==> config.mk <==
export PLATFORM = sky130hd
export DESIGN_NAME = cpu_trace_buffer
export DESIGN_NICKNAME = d
export VERILOG_FILES = /design/src/rtl/cpu_dbg_pkg.sv /design/src/rtl/trace_ram.sv /design/src/rtl/cpu_trace_buffer.sv
export SDC_FILE = /design/constraint.sdc
export NUM_CORES = 1
export LEC_CHECK = 0
export ABC_AREA = 0
export ABC_CLOCK_PERIOD_IN_PS = 7750
export BUFFER_PORTS_ARGS = -buffer_cell sky130_fd_sc_hd__buf_2
export CORE_ASPECT_RATIO = 2
export CORE_MARGIN = 2
export CORE_UTILIZATION = 25
export CTS_CLUSTER_SIZE = 30
export DETAILED_ROUTE_END_ITERATION = 16
export SLEW_MARGIN = 10
export SYNTH_ARGS = -nofsm -noshare
export SYNTH_HDL_FRONTEND = slang
export SYNTH_SLANG_ARGS = --single-unit
==> constraint.sdc <==
create_clock -name clk -period 7.75 [get_ports clk]
set_input_delay 1.55 -clock clk [delete_from_list [all_inputs] [get_ports clk]]
set_output_delay 1.55 -clock clk [all_outputs]
set_load 0.1 [all_outputs]
==> src/rtl/cpu_dbg_pkg.sv <==
// Shared types and defaults for the single-cycle CPU debug and trace blocks.
package cpu_dbg_pkg;

    localparam int DEF_ADDR_W = 32;
    localparam int DEF_REG_W  = 5;
    localparam int DEF_DATA_W = 32;

    localparam logic [5:0] DEF_HALT_OP = 6'b111111;

    typedef enum logic [1:0] {
        ARMED   = 2'd0,
        CAPTURE = 2'd1,
        DRAIN   = 2'd2,
        DONE    = 2'd3
    } trace_state_t;

    // Field order matches the packed storage word: pc in the top bits, data in the bottom.
    typedef struct packed {
        logic [DEF_ADDR_W-1:0] pc;
        logic [DEF_REG_W-1:0]  waddr;
        logic [DEF_DATA_W-1:0] wd;
    } trace_entry_t;

    function automatic int entry_width(input int addr_w, input int reg_w, input int data_w);
        return addr_w + reg_w + data_w;
    endfunction

endpackage

==> src/rtl/trace_ram.sv <==
// Trace entry storage: one synchronous write port, one asynchronous read port.
// Contents are deliberately not reset; validity is tracked by the pointers in the parent.
module trace_ram #(
    parameter int DEPTH = 16,
    parameter int WIDTH = 69
) (
    input  logic                     clk,
    input  logic                     we,
    input  logic [$clog2(DEPTH)-1:0] waddr,
    input  logic [WIDTH-1:0]         wdata,
    input  logic [$clog2(DEPTH)-1:0] raddr,
    output logic [WIDTH-1:0]         rdata
);

    logic [WIDTH-1:0] mem [DEPTH];

    always_ff @(posedge clk) begin
        if (we) begin
            mem[waddr] <= wdata;
        end
    end

    assign rdata = mem[raddr];

endmodule

==> src/rtl/cpu_trace_buffer.sv <==
// Captures CPU register-writeback events into a circular buffer until halt,
// then drains them oldest-first over a valid/ready port.
module cpu_trace_buffer
    import cpu_dbg_pkg::*;
#(
    parameter int         ADDR_W       = 32,
    parameter int         DATA_W       = 32,
    parameter int         REG_W        = 5,
    parameter int         DEPTH        = 16,
    parameter logic [5:0] HALT_OP      = DEF_HALT_OP,
    parameter int         STALL_CYCLES = 4
) (
    input  logic                     clk,
    input  logic                     reset,
    input  logic                     en,
    input  logic                     clear,
    input  logic [ADDR_W-1:0]        pc_i,
    input  logic [5:0]               op_i,
    input  logic                     reg_we_i,
    input  logic [REG_W-1:0]         waddr_i,
    input  logic [DATA_W-1:0]        wd_i,
    output logic                     rd_valid,
    input  logic                     rd_ready,
    output logic [ADDR_W-1:0]        rd_pc,
    output logic [REG_W-1:0]         rd_waddr,
    output logic [DATA_W-1:0]        rd_wd,
    output logic [$clog2(DEPTH):0]   count,
    output logic                     halted,
    output logic                     overflow,
    output logic [31:0]              cycle_cnt
);

    localparam int PTR_W   = $clog2(DEPTH);
    localparam int CNT_W   = PTR_W + 1;
    localparam int ENTRY_W = entry_width(ADDR_W, REG_W, DATA_W);
    localparam int STALL_W = $clog2(STALL_CYCLES + 1);

    trace_state_t state, next_state;

    logic [PTR_W-1:0]   wr_ptr;
    logic [PTR_W-1:0]   rd_ptr;
    logic [ADDR_W-1:0]  prev_pc;
    logic               prev_valid;
    logic [STALL_W-1:0] stall_cnt;
    logic [ENTRY_W-1:0] rd_entry;

    logic capture_active;
    logic do_write;
    logic full;
    logic pc_same;
    logic halt_now;
    logic pop;

    assign capture_active = (state == CAPTURE) && en;
    assign do_write       = capture_active && reg_we_i;
    assign full           = (count == CNT_W'(DEPTH));
    assign pc_same        = prev_valid && (pc_i == prev_pc);
    // stall_cnt holds the number of equal cycles already seen, so this cycle is the last one needed.
    assign halt_now       = capture_active &&
                            ((op_i == HALT_OP) ||
                             (pc_same && (stall_cnt == STALL_W'(STALL_CYCLES - 1))));
    assign rd_valid       = (state == DRAIN) && (count != '0);
    assign pop            = rd_valid && rd_ready;

    trace_ram #(
        .DEPTH(DEPTH),
        .WIDTH(ENTRY_W)
    ) u_ram (
        .clk  (clk),
        .we   (do_write),
        .waddr(wr_ptr),
        .wdata({pc_i, waddr_i, wd_i}),
        .raddr(rd_ptr),
        .rdata(rd_entry)
    );

    assign rd_pc    = rd_valid ? rd_entry[ENTRY_W-1 -: ADDR_W] : '0;
    assign rd_waddr = rd_valid ? rd_entry[DATA_W +: REG_W]     : '0;
    assign rd_wd    = rd_valid ? rd_entry[DATA_W-1:0]          : '0;

    always_ff @(posedge clk or posedge reset) begin
        if (reset) begin
            state <= ARMED;
        end else begin
            state <= next_state;
        end
    end

    always_comb begin
        next_state = state;
        if (clear) begin
            next_state = ARMED;
        end else begin
            case (state)
                ARMED:   if (en) next_state = CAPTURE;
                CAPTURE: if (halt_now) next_state = DRAIN;
                DRAIN:   if ((count == '0) || (pop && (count == CNT_W'(1)))) next_state = DONE;
                default: next_state = state;
            endcase
        end
    end

    always_ff @(posedge clk or posedge reset) begin
        if (reset) begin
            wr_ptr     <= '0;
            rd_ptr     <= '0;
            count      <= '0;
            halted     <= 1'b0;
            overflow   <= 1'b0;
            cycle_cnt  <= '0;
            prev_pc    <= '0;
            prev_valid <= 1'b0;
            stall_cnt  <= '0;
        end else if (clear) begin
            wr_ptr     <= '0;
            rd_ptr     <= '0;
            count      <= '0;
            halted     <= 1'b0;
            overflow   <= 1'b0;
            cycle_cnt  <= '0;
            prev_pc    <= '0;
            prev_valid <= 1'b0;
            stall_cnt  <= '0;
        end else begin
            if ((state == ARMED) && en) begin
                prev_valid <= 1'b0;
                stall_cnt  <= '0;
            end
            if (capture_active) begin
                if (cycle_cnt != 32'hFFFF_FFFF) begin
                    cycle_cnt <= cycle_cnt + 32'd1;
                end
                prev_pc    <= pc_i;
                prev_valid <= 1'b1;
                stall_cnt  <= pc_same ? stall_cnt + STALL_W'(1) : '0;
                if (halt_now) begin
                    halted <= 1'b1;
                end
            end
            // A full buffer keeps the newest DEPTH events by dropping the oldest.
            if (do_write) begin
                wr_ptr <= wr_ptr + PTR_W'(1);
                if (full) begin
                    rd_ptr   <= rd_ptr + PTR_W'(1);
                    overflow <= 1'b1;
                end else begin
                    count <= count + CNT_W'(1);
                end
            end
            if (pop) begin
                rd_ptr <= rd_ptr + PTR_W'(1);
                count  <= count - CNT_W'(1);
            end
        end
    end

endmodule

# Yosys cells after proc, flatten, opt, wreduce, memory -nomap -nowiden
# Memories as Yosys holds them, arrays and structs flattened.
# Index checks and enable logic that the tools add are counted.
[word_totals]
register_bits = 85
ramBits = 1104
inputBits = 81
out_inout_bits = 109
elab_cells = 96
memories = 1
[mem_list]
columns = ["memory", "depth", "word_bits", "rd", "rd_clocked_by_memory_dff", "write_ports", "line", "rtl"]
rows = [
  ["u_ram.mem", 16, 69, 1, 0, 1, "trace_ram.sv:15", "logic [WIDTH-1:0] mem [DEPTH];"],
]
[op_classes]
n_addsub = 6
n_eq_ne = 12
n_mux = 38
n_reduce_logical = 29
[op_table]
columns = ["op", "count"]
rows = [
  ["$mux 32", 7],
  ["$add 32x1->32 const B", 1],
  ["$eq 32x32->1", 1],
  ["$ne 32x32->1 const B", 1],
  ["$mux 5", 5],
  ["$mux 4", 6],
  ["$mux 3", 4],
  ["$mux 1", 11],
  ["$reduce_and 2->1", 5],
  ["$reduce_bool 2->1", 5],
  ["$logic_and 1x1->1", 9],
  ["$reduce_bool 3->1", 3],
  ["$add 4x1->4 const B", 2],
  ["$mux 2", 4],
  ["$eq 6x6->1 const B", 1],
  ["$ne 3x2->1 const B", 2],
  ["$ne 3x3->1 const B", 2],
  ["$pmux 2 s3", 1],
  ["$add 5x1->5 const B", 1],
  ["$eq 5x1->1 const B", 1],
  ["$eq 5x5->1 const B", 1],
  ["$logic_not 5->1", 1],
  ["$reduce_bool 5->1", 1],
  ["$sub 5x1->5 const B", 1],
  ["other kinds (8)", 9],
]

# Logic depth before layout (Yosys ltp)
# Gate-level depths: netlist of run 1.
[depth]
word_depth = 8
mapped_depth = 10
ltp_nobuf = 8

# Hierarchy
# From an unflattened synthesis of run 1, not the netlist that was laid out.
[hier_totals]
hier_cells = 2298
hier_area_um2 = 46383.2
[by_module_without_submodules]
columns = ["mod", "n_inst", "cells_each", "area_each_um2", "seq_area_each_um2"]
rows = [
  ["trace_ram", 1, 1707, 41318.4, 33151.8],
  ["cpu_trace_buffer", 1, 591, 5064.9, 2127.0],
]

# Worst setup path before layout of run 1
# Ideal clock, no wire load.
[synth_path]
path_kind = "reg-to-output"
start = "register count[0]"
end = "output rd_wd[22]"
arrival_time_ns = 3.785
required_ns = 6.200
slack_ns = 2.415
stages_incl_launch_ff = 7
path_buffers = 1
cell_sequence = "dfrtp_1 inv_1 ha_1 nor4b_1 nor2_1 clkbuf_1 and2_1"
[synth_between]
elab_chain_cells = 3
[synth_lines]
columns = ["element", "line", "rtl"]
rows = [
  ["start: declaration", "cpu_trace_buffer.sv:27", "output logic [$clog2(DEPTH):0] count,"],
  ["start signal: assignment", "cpu_trace_buffer.sv:147", "count <= count + CNT_W'(1);"],
  ["start signal: assignment", "cpu_trace_buffer.sv:152", "count <= count - CNT_W'(1);"],
  ["$reduce_bool 5->1", "cpu_trace_buffer.sv:62", "assign rd_valid = (state == DRAIN) && (count != '0);"],
  ["$logic_and 1x1->1", "cpu_trace_buffer.sv:62", ""],
  ["via rd_valid", "cpu_trace_buffer.sv:22", "output logic rd_valid,"],
  ["$mux 32", "cpu_trace_buffer.sv:79", "assign rd_wd = rd_valid ? rd_entry[DATA_W-1:0] : '0;"],
  ["end: declaration", "cpu_trace_buffer.sv:26", "output logic [DATA_W-1:0] rd_wd,"],
]
# The timed path passes the listed nets, and every way through them passes these cells.

# Final worst setup path of run 1
[layout_path]
start = "register rd_ptr[0]"
end = "output rd_wd[23]"
[layout_between]
elab_chain_cells = 2
[layout_lines]
columns = ["element", "line", "rtl"]
rows = [
  ["start: declaration", "cpu_trace_buffer.sv:41", "logic [PTR_W-1:0] rd_ptr;"],
  ["start signal: assignment", "cpu_trace_buffer.sv:144", "rd_ptr <= rd_ptr + PTR_W'(1);"],
  ["start signal: assignment", "cpu_trace_buffer.sv:151", "rd_ptr <= rd_ptr + PTR_W'(1);"],
  ["$mem_v2 16x69", "-", ""],
  ["$mux 32", "cpu_trace_buffer.sv:79", ""],
]
# No other way between the ends.

==> results summary, run 1 <==
The global placer's final weighted congestion is 0.716. For this design the top-level I/O count stands at 190. The count of unresolved DRC violations after routing came out at 0. The maximum clock insertion buffer count came out at 3. The worst register-to-register path ends at u_ram.mem[0][34]. The arrival time at the worst endpoint came out at 3.92 ns.

The critical setup path kind is flip-flop to output pin. The worst setup path is launched from a flip-flop. The final critical delay including setup and external delays came out at 5.47 ns. The distinct cell type count after synthesis is 51. The first global-routing pass estimated 166000 um of wire. Averaged over all synthesized cells, the footprint is 21.8 sq um. The upper clock frequency limit came out at 0.183 GHz. The all-layer global routing usage is 12.3%. The start point of the worst min-delay path is stall_cnt[2].

The count of endpoints failing hold in the final timing report is 0. The root buffer cell chosen for the clock tree is clkbuf_16. The run finished with clean final reports. Counting every instance in the synthesized netlist gives 2128. The worst hold margin came out at 0.485 ns. The net count after synthesis came out at 2224. Sorting the synthesized cells by area gives the leading types as edfxtp_1, mux4_2, dfrtp_1. The worst register-to-register path begins at state[1]. The fraction of the yosys area taken by sequential cells is 76.1%. Adding up every negative setup slack in the final design gives 0 ns. The count of final setup violators came out at 0. Dividing the detail-routed wire length by the instance count gives 23.7 um. The ratio of final minimum period to clock period came out at 70.6%. The via count of the first global-routing pass is 23500. In the layout the commonest cells are edfxtp_1, mux4_2, buf_2. The total wire length after detailed routing came out at 117000 um. After global routing the overflow that remains totals 0. The slack of the worst reg-to-reg path came out at 4.16 ns. Setup repair after global routing left no endpoint under its margin. The clock-pin slew on the worst setup and hold paths came out at 0.06 ns. The post-synthesis instance area came out at 46300 sq um. Counting cells, the worst reg-to-reg path comes to 6. The clock drives 1189 sinks. The static leakage is 16.7 nW. The worst slack at placement came out at 2.91 ns. The library cell used most frequently in the layout, excluding fill and tap cells, is edfxtp_1. The number of rows in the core area came out at 223. TritonCTS built the clock tree. The number of warning messages in the yosys log came out at 0. The clock skew came out at 0.0290 ns. After layout, the design draws a total of 0.0131 W.

The overall via count from detail_route is 21800. The count of maximum capacitance violations came out at 0. The H-tree level count came out at 3.

The placed wire-length estimate after detailed placement is 65100 um. The synthesis-to-finish area growth came out at 16.1%. The initial antenna violation count came out at 29. The highest ir drop seen on vdd came out at 180 uV. The required time at the endpoint of the critical path came out at 6.20 ns.

The max-slew violation count is 0. The path with the worst hold slack has its endpoint at stall_cnt[2]. In this run the standard cell core region covers 184000 sq um. The first detailed-routing pass ran for 5 iterations. The fraction of final layout cells with drive strength greater than 1 came out at 30.9%. The worst pin sits at a relative slew slack of 26.7%. The later pin in the worst-skew pair is clocked with a latency of 0.70 ns. The transition time of the tightest slew-check pin came out at 1.10 ns. The die covers 189000 sq um.

The number of nets still failing antenna checks after routing came out at 0. After clock tree synthesis, the setup repair step added 0 buffers. After clock tree synthesis, the repair step resized 0 gates. STA classifies the critical path endpoint as an output pin. In this run, CTS created clock tree buffers numbering 106. The vertical die dimension is 613 um.

The top fanout value on the critical path is 32. The power density of the placed cells came out at 244 nW/um^2. The flip-flop and latch count after synthesis is 1189.

Summed over all instances, the cell type with the most area after synthesis is edfxtp_1. The post-placement cell count is 4727. The floorplan step set the die width to 308 um. The final net count came out at 2456.

The average vias per placed instance came out at 4.42. The smallest setup slack after layout is 2.28 ns. The count of cells along the worst hold path came out at 2. The worst hold-check path type is flip-flop to flip-flop. The initial detailed-routing violation count is 1653. The number of hold buffers added after CTS came out at 0. The total of buffers placed on input and output ports is 189. The starting density of the core is 25.1%. The pin count of the biggest net entering global routing is 121. The count of cells in the finished layout, fillers not included, comes to 4930.

Summed over its instances, the top area cell type makes up 71.5% of the synthesized netlist area.
cell type report:
type	instances	area, sq um
diodes	11	27.5
well taps	2475	3100
inverters	20	76.3
flip-flops and latches	1189	35300
fillers	18000	131000
multi-input cells	813	10600
clock inverters	56	524
repair buffers	230	1330
clock buffers	136	2860
through the flow:
stage | util, % | area [sq um]
detailed placement | 27.3 | 50400
global placement | 27.3 | 50400
global route | 29.2 | 53800
floorplan | - | 46300
CTS | 29.2 | 53800
finish | 29.2 | 53800
worst max-delay path by stage:
stage                   start         to  slack, ns  depth (start not counted)
finish              rd_ptr[0]  rd_wd[23]       2.28                          5
CTS                 rd_ptr[0]  rd_wd[23]       2.12                          5
global placement    rd_ptr[0]  rd_pc[31]       2.89                          5
floorplan            count[0]  rd_wd[22]       2.41                          6
detailed placement  rd_ptr[0]  rd_wd[23]       2.91                          5
global route        rd_ptr[0]  rd_wd[23]       2.02                          5
sequential cells by signal (all words and copies together), names as in the netlist:
register	count
prev_valid	1
prev_pc	32
stall_cnt	3
halted	1
state	2
overflow	1
u_ram.mem	1104
cycle_cnt	32
rd_ptr	4
count	5
wr_ptr	4
report_power, final:
part	switching (W)	internal (W)
registers	0.0000482	0.00712
clock network	0.00237	0.00285
logic	0.000516	0.000232
total	0.00293	0.0102
kinds of logic after synthesis:
family | synth area share (%)
adders and majority gates | 0.405
buffers and inverters | 1.09
xor gates and xnor gates | 1.15
AOI/OAI and AO/OA | 0.964
DFF | 76.1
muxes | 16.8
and+or+nand+nor | 3.48
layer usage:
layer / routed length, um / global-route usage [%] / vias up
met4: 2940 / 3.80 / 24
met1: 45500 / 14.4 / 11800
met3: 6520 / 2.33 / 197
met2: 61800 / 22.3 / 569
li1: - / - / 9239
met5: 159 / 0 / -
critical path: stages (launching register included):
cell and delay (ns):
dfrtp_4 0.89, buf_4 0.64, mux4_2 0.59, mux4_2 0.52, and2_1 0.21, buf_2 0.30
synth_stat cells, drive strengths merged:
| cell | instances |
|---|---|
| a22oi | 1 |
| nand3b | 1 |
| or4b | 1 |
| or2 | 1 |
| a31oi | 2 |
| nor3 | 9 |
| nor3b | 1 |
| o211a | 1 |
| nand3 | 19 |
| a32oi | 1 |
| and3 | 7 |
| xor2 | 47 |
| ha | 15 |
| and4b | 1 |
| o31ai | 1 |
| buf | 43 |
| edfxtp | 1104 |
| inv | 20 |
| nand2 | 95 |
| nand4 | 19 |
| o211ai | 1 |
| nor2 | 50 |
| xnor2 | 14 |
| mux2 | 1 |
| o21ba | 1 |
| and2 | 88 |
| o22ai | 2 |
| or3 | 6 |
| or4 | 3 |
| nor4 | 9 |
| o21a | 1 |
| a211oi | 2 |
| mux4 | 345 |
| o2111a | 1 |
| dfrtp | 85 |
| a221oi | 1 |
| o21ai | 13 |
| nor2b | 2 |
| nor4b | 2 |
| clkbuf | 63 |
| a21oi | 45 |
| a21o | 1 |
| a211o | 1 |
| nand4b | 1 |
| a222oi | 1 |
No activity file was read; power rests on OpenSTA's default activity.
==> inputs of run 2 (changes only) <==
- ABC_CLOCK_PERIOD_IN_PS: 7750 -> 4750
- clock period: 7.75 -> 4.75 ns (I/O delays scaled with it)
==> run 2 against run 1 <==
  * Largest cell class unchanged
  * Highest routed layer unchanged
  * Cell count rose by 0.87%
  * Non-clock buffer count rose by 30
  * First-iteration DRC count is 1.5% higher
  * Global-route usage is 0.46 points higher
==> results summary, run 2 (synthesized netlist as in run 1, its figures left out) <==
TritonCTS built the clock tree. The count of maximum capacitance violations came out at 0 (unchanged). The total core area is 184000 sq um (unchanged).

The clock-pin slew on the worst setup and hold paths came out at 0.07 ns (about the same). The total internal power came out at 0.0171 W (+67%). The required time at the endpoint of the critical path is 3.80 ns (-2.40 ns).

The pin count of the biggest net entering global routing is 102 (-16%). The number of buffers inserted by post-CTS setup repair is 0 (unchanged). The area of the die is 189000 sq um (unchanged). The library cell used most frequently in the layout, excluding fill and tap cells, is edfxtp_1. The fraction of final layout cells with drive strength greater than 1 is 32.4% (+1.5 points).

The category of the worst setup path launch point is a flip-flop. The worst-skew pair later-pin latency is 0.75 ns (+0.05 ns). The worst hold margin came out at 0.380 ns (-0.105 ns).

The number of detailed-routing iterations run before antenna repair came out at 5 (unchanged). The total congestion overflow after global routing came out at 0 (unchanged). The largest register by flop count is u_ram.mem.

The number of nets still failing antenna checks after routing is 0 (unchanged). The power spent charging and discharging nets is 0.00495 W (+69%). The post-placement cell area is 50900 sq um (+1.0%).

The master cell of the clock root buffer is clkbuf_16. The smallest setup slack after layout is 0.227 ns (-2.05 ns). The final critical delay including setup and external delays came out at 4.52 ns. The total wire length after detailed routing came to 121000 um (+3.2%). The die extent in x came out at 308 um (unchanged). The finished layout cell area came out at 54700 sq um (+1.6%). The overall via count from detail_route came out at 22100 (+1.3%).

The remaining max-slew budget at the tightest pin is 30.5% (+3.8 points). The total of buffers placed on input and output ports came out at 189 (unchanged). The final net count came out at 2488 (+1.3%). The wire length of the first global-routing pass is 171000 um (+2.6%). The worst setup path is captured at an output pin. The top fanout value on the critical path is 27 (-16%).

The count of final setup violators is 0 (unchanged). The max-slew violation count is 0 (unchanged). The number of rows in the core area is 223 (unchanged).

The via count of the first global-routing pass came out at 23500 (+0.10%). The global placer's final weighted congestion came out at 0.716 (unchanged). The run finished with clean final reports.

The worst hold-check path type is input pin to asynchronous set/reset pin. The static leakage is 17.1 nW (+2.3%). The starting density of the core is 25.1% (unchanged). The clock skew is 0.0777 ns (+0.0487 ns). The arrival time at the worst endpoint was 3.57 ns (-0.35 ns).

The vertical die dimension came out at 613 um (unchanged). The average routed wire per standard cell came to 24.3 um (+2.3%). The synthesis-to-finish area growth came out at 18.0%. The share of total power consumed by net switching came out at 22.5% (+0.13 points). The transition time of the tightest slew-check pin is 1.04 ns (-0.0564 ns). The number of hold buffers added after CTS came out at 0 (unchanged).

In the final layout, the registers with the most flip-flops are u_ram.mem (1104), cycle_cnt (32), prev_pc (32). The sequential share of power was 53.1% (-1.5 points). The part of the power in combinational logic was 5.7% (about the same). The upper clock frequency limit came out at 0.221 GHz. The maximum clock insertion buffer count is 3 (unchanged).

The number of flip-flops in the largest register is 1104 (unchanged). In the layout the commonest cells are edfxtp_1, mux4_2, buf_2. Setup repair after global routing left no endpoint under its margin. The placed wire-length estimate after detailed placement was 70200 um (+7.8%). The count of endpoints failing hold in the final timing report came out at 0 (unchanged). The worst slack at placement is 0.967 ns (-1.94 ns). The initial antenna violation count is 47 (+62%). The share of total power in the clock network is 41.2% (+1.5 points). The highest ir drop seen on vdd is 376 uV (+110%).

The critical path is of the flip-flop to output pin type. The total clock buffers created by CTS came to 108 (+1.9%). The average vias per placed instance is 4.44 (+0.38%). The boundary pin count is 190 (unchanged). The power density of the placed cells is 402 nW/um^2 (+65%). The H-tree level count is 3 (unchanged). The ratio of final minimum period to clock period came out at 95.2%. The quantity of gates resized following cts came out at 0 (unchanged). The all-layer global routing usage is 12.7% (+0.46 points). The initial detailed-routing violation count is 1677 (+1.5%). The setup total negative slack is 0 ns (unchanged). The count of unresolved DRC violations after routing came out at 0 (unchanged). The clock net sink count is 1189 (unchanged).
run 2: cell count changes in the layout (fill, tap and decap cells not counted), sizes merged:
cell | before | now
inv | 24 | 26
clkinvlp | 4 | 5
diode | 11 | 15
buf | 230 | 260
clkinv | 41 | 44
bufinv | 7 | 13
clkbuf | 136 | 133
run 2: critical path: stages, from the launching register on:
cell and delay (ns):
dfrtp_4 0.68, buf_12 0.24, buf_12 0.27, mux4_2 0.54, mux4_2 0.48, and2_1 0.25
buf_2 0.32
run 2: power by group through the flow:
stage                     sequential [W]  combinational, W  clock (W)
after floorplan                   0.0120          0.000710          0
final                             0.0117           0.00126    0.00907
after detailed placement          0.0119           0.00129          0
after CTS                         0.0117           0.00129    0.00927
after global routing              0.0117           0.00137    0.00963
after global placement            0.0119           0.00126          0
run 2: per-layer routing:
| layer | routed length [um] | share of wire, % | global-route usage (%) |
|---|---|---|---|
| met1 | 46800 | 39 | 15.0 |
| met2 | 63600 | 53 | 22.8 |
| met3 | 6540 | 5.4 | 2.64 |
| met4 | 3590 | 3.0 | 4.49 |
| met5 | 165 | 0.14 | 0 |
run 2: per-stage QoR:
step / std cells / total power, W / utilization (%)
global route: 4961 / 0.0227 / 29.6
detailed placement: 4757 / 0.0132 / 27.6
CTS: 4958 / 0.0223 / 29.6
global placement: 4757 / 0.0132 / 27.6
finish: 4973 / 0.0220 / 29.7
floorplan: 2128 / 0.0127 / -
run 2: cell type report:
cell class | instances | area [sq um]
multi-input cells | 813 | 10600
clock inverters | 68 | 875
fillers | 17800 | 130000
repair buffers | 260 | 1850
diodes | 15 | 37.5
inverters | 20 | 76.3
flip-flops and latches | 1189 | 35300
well taps | 2475 | 3100
clock buffers | 133 | 2860
run 2: path summary, 6_finish.rpt:
kind / slack (ns) / cells after the start / end / from
setup reg to reg: 1.69 / 6 / u_ram.mem[10][20] / state[1]
min in group clk: 0.48 / 2 / stall_cnt[2] / stall_cnt[2]
hold reg to reg: 0.48 / 2 / stall_cnt[2] / stall_cnt[2]
setup / recovery: 0.23 / 6 / rd_pc[9] / rd_ptr[0]
max in group asynchronous: 3.45 / 3 / prev_pc[15] / reset
hold / removal: 0.38 / 2 / cycle_cnt[10] / reset
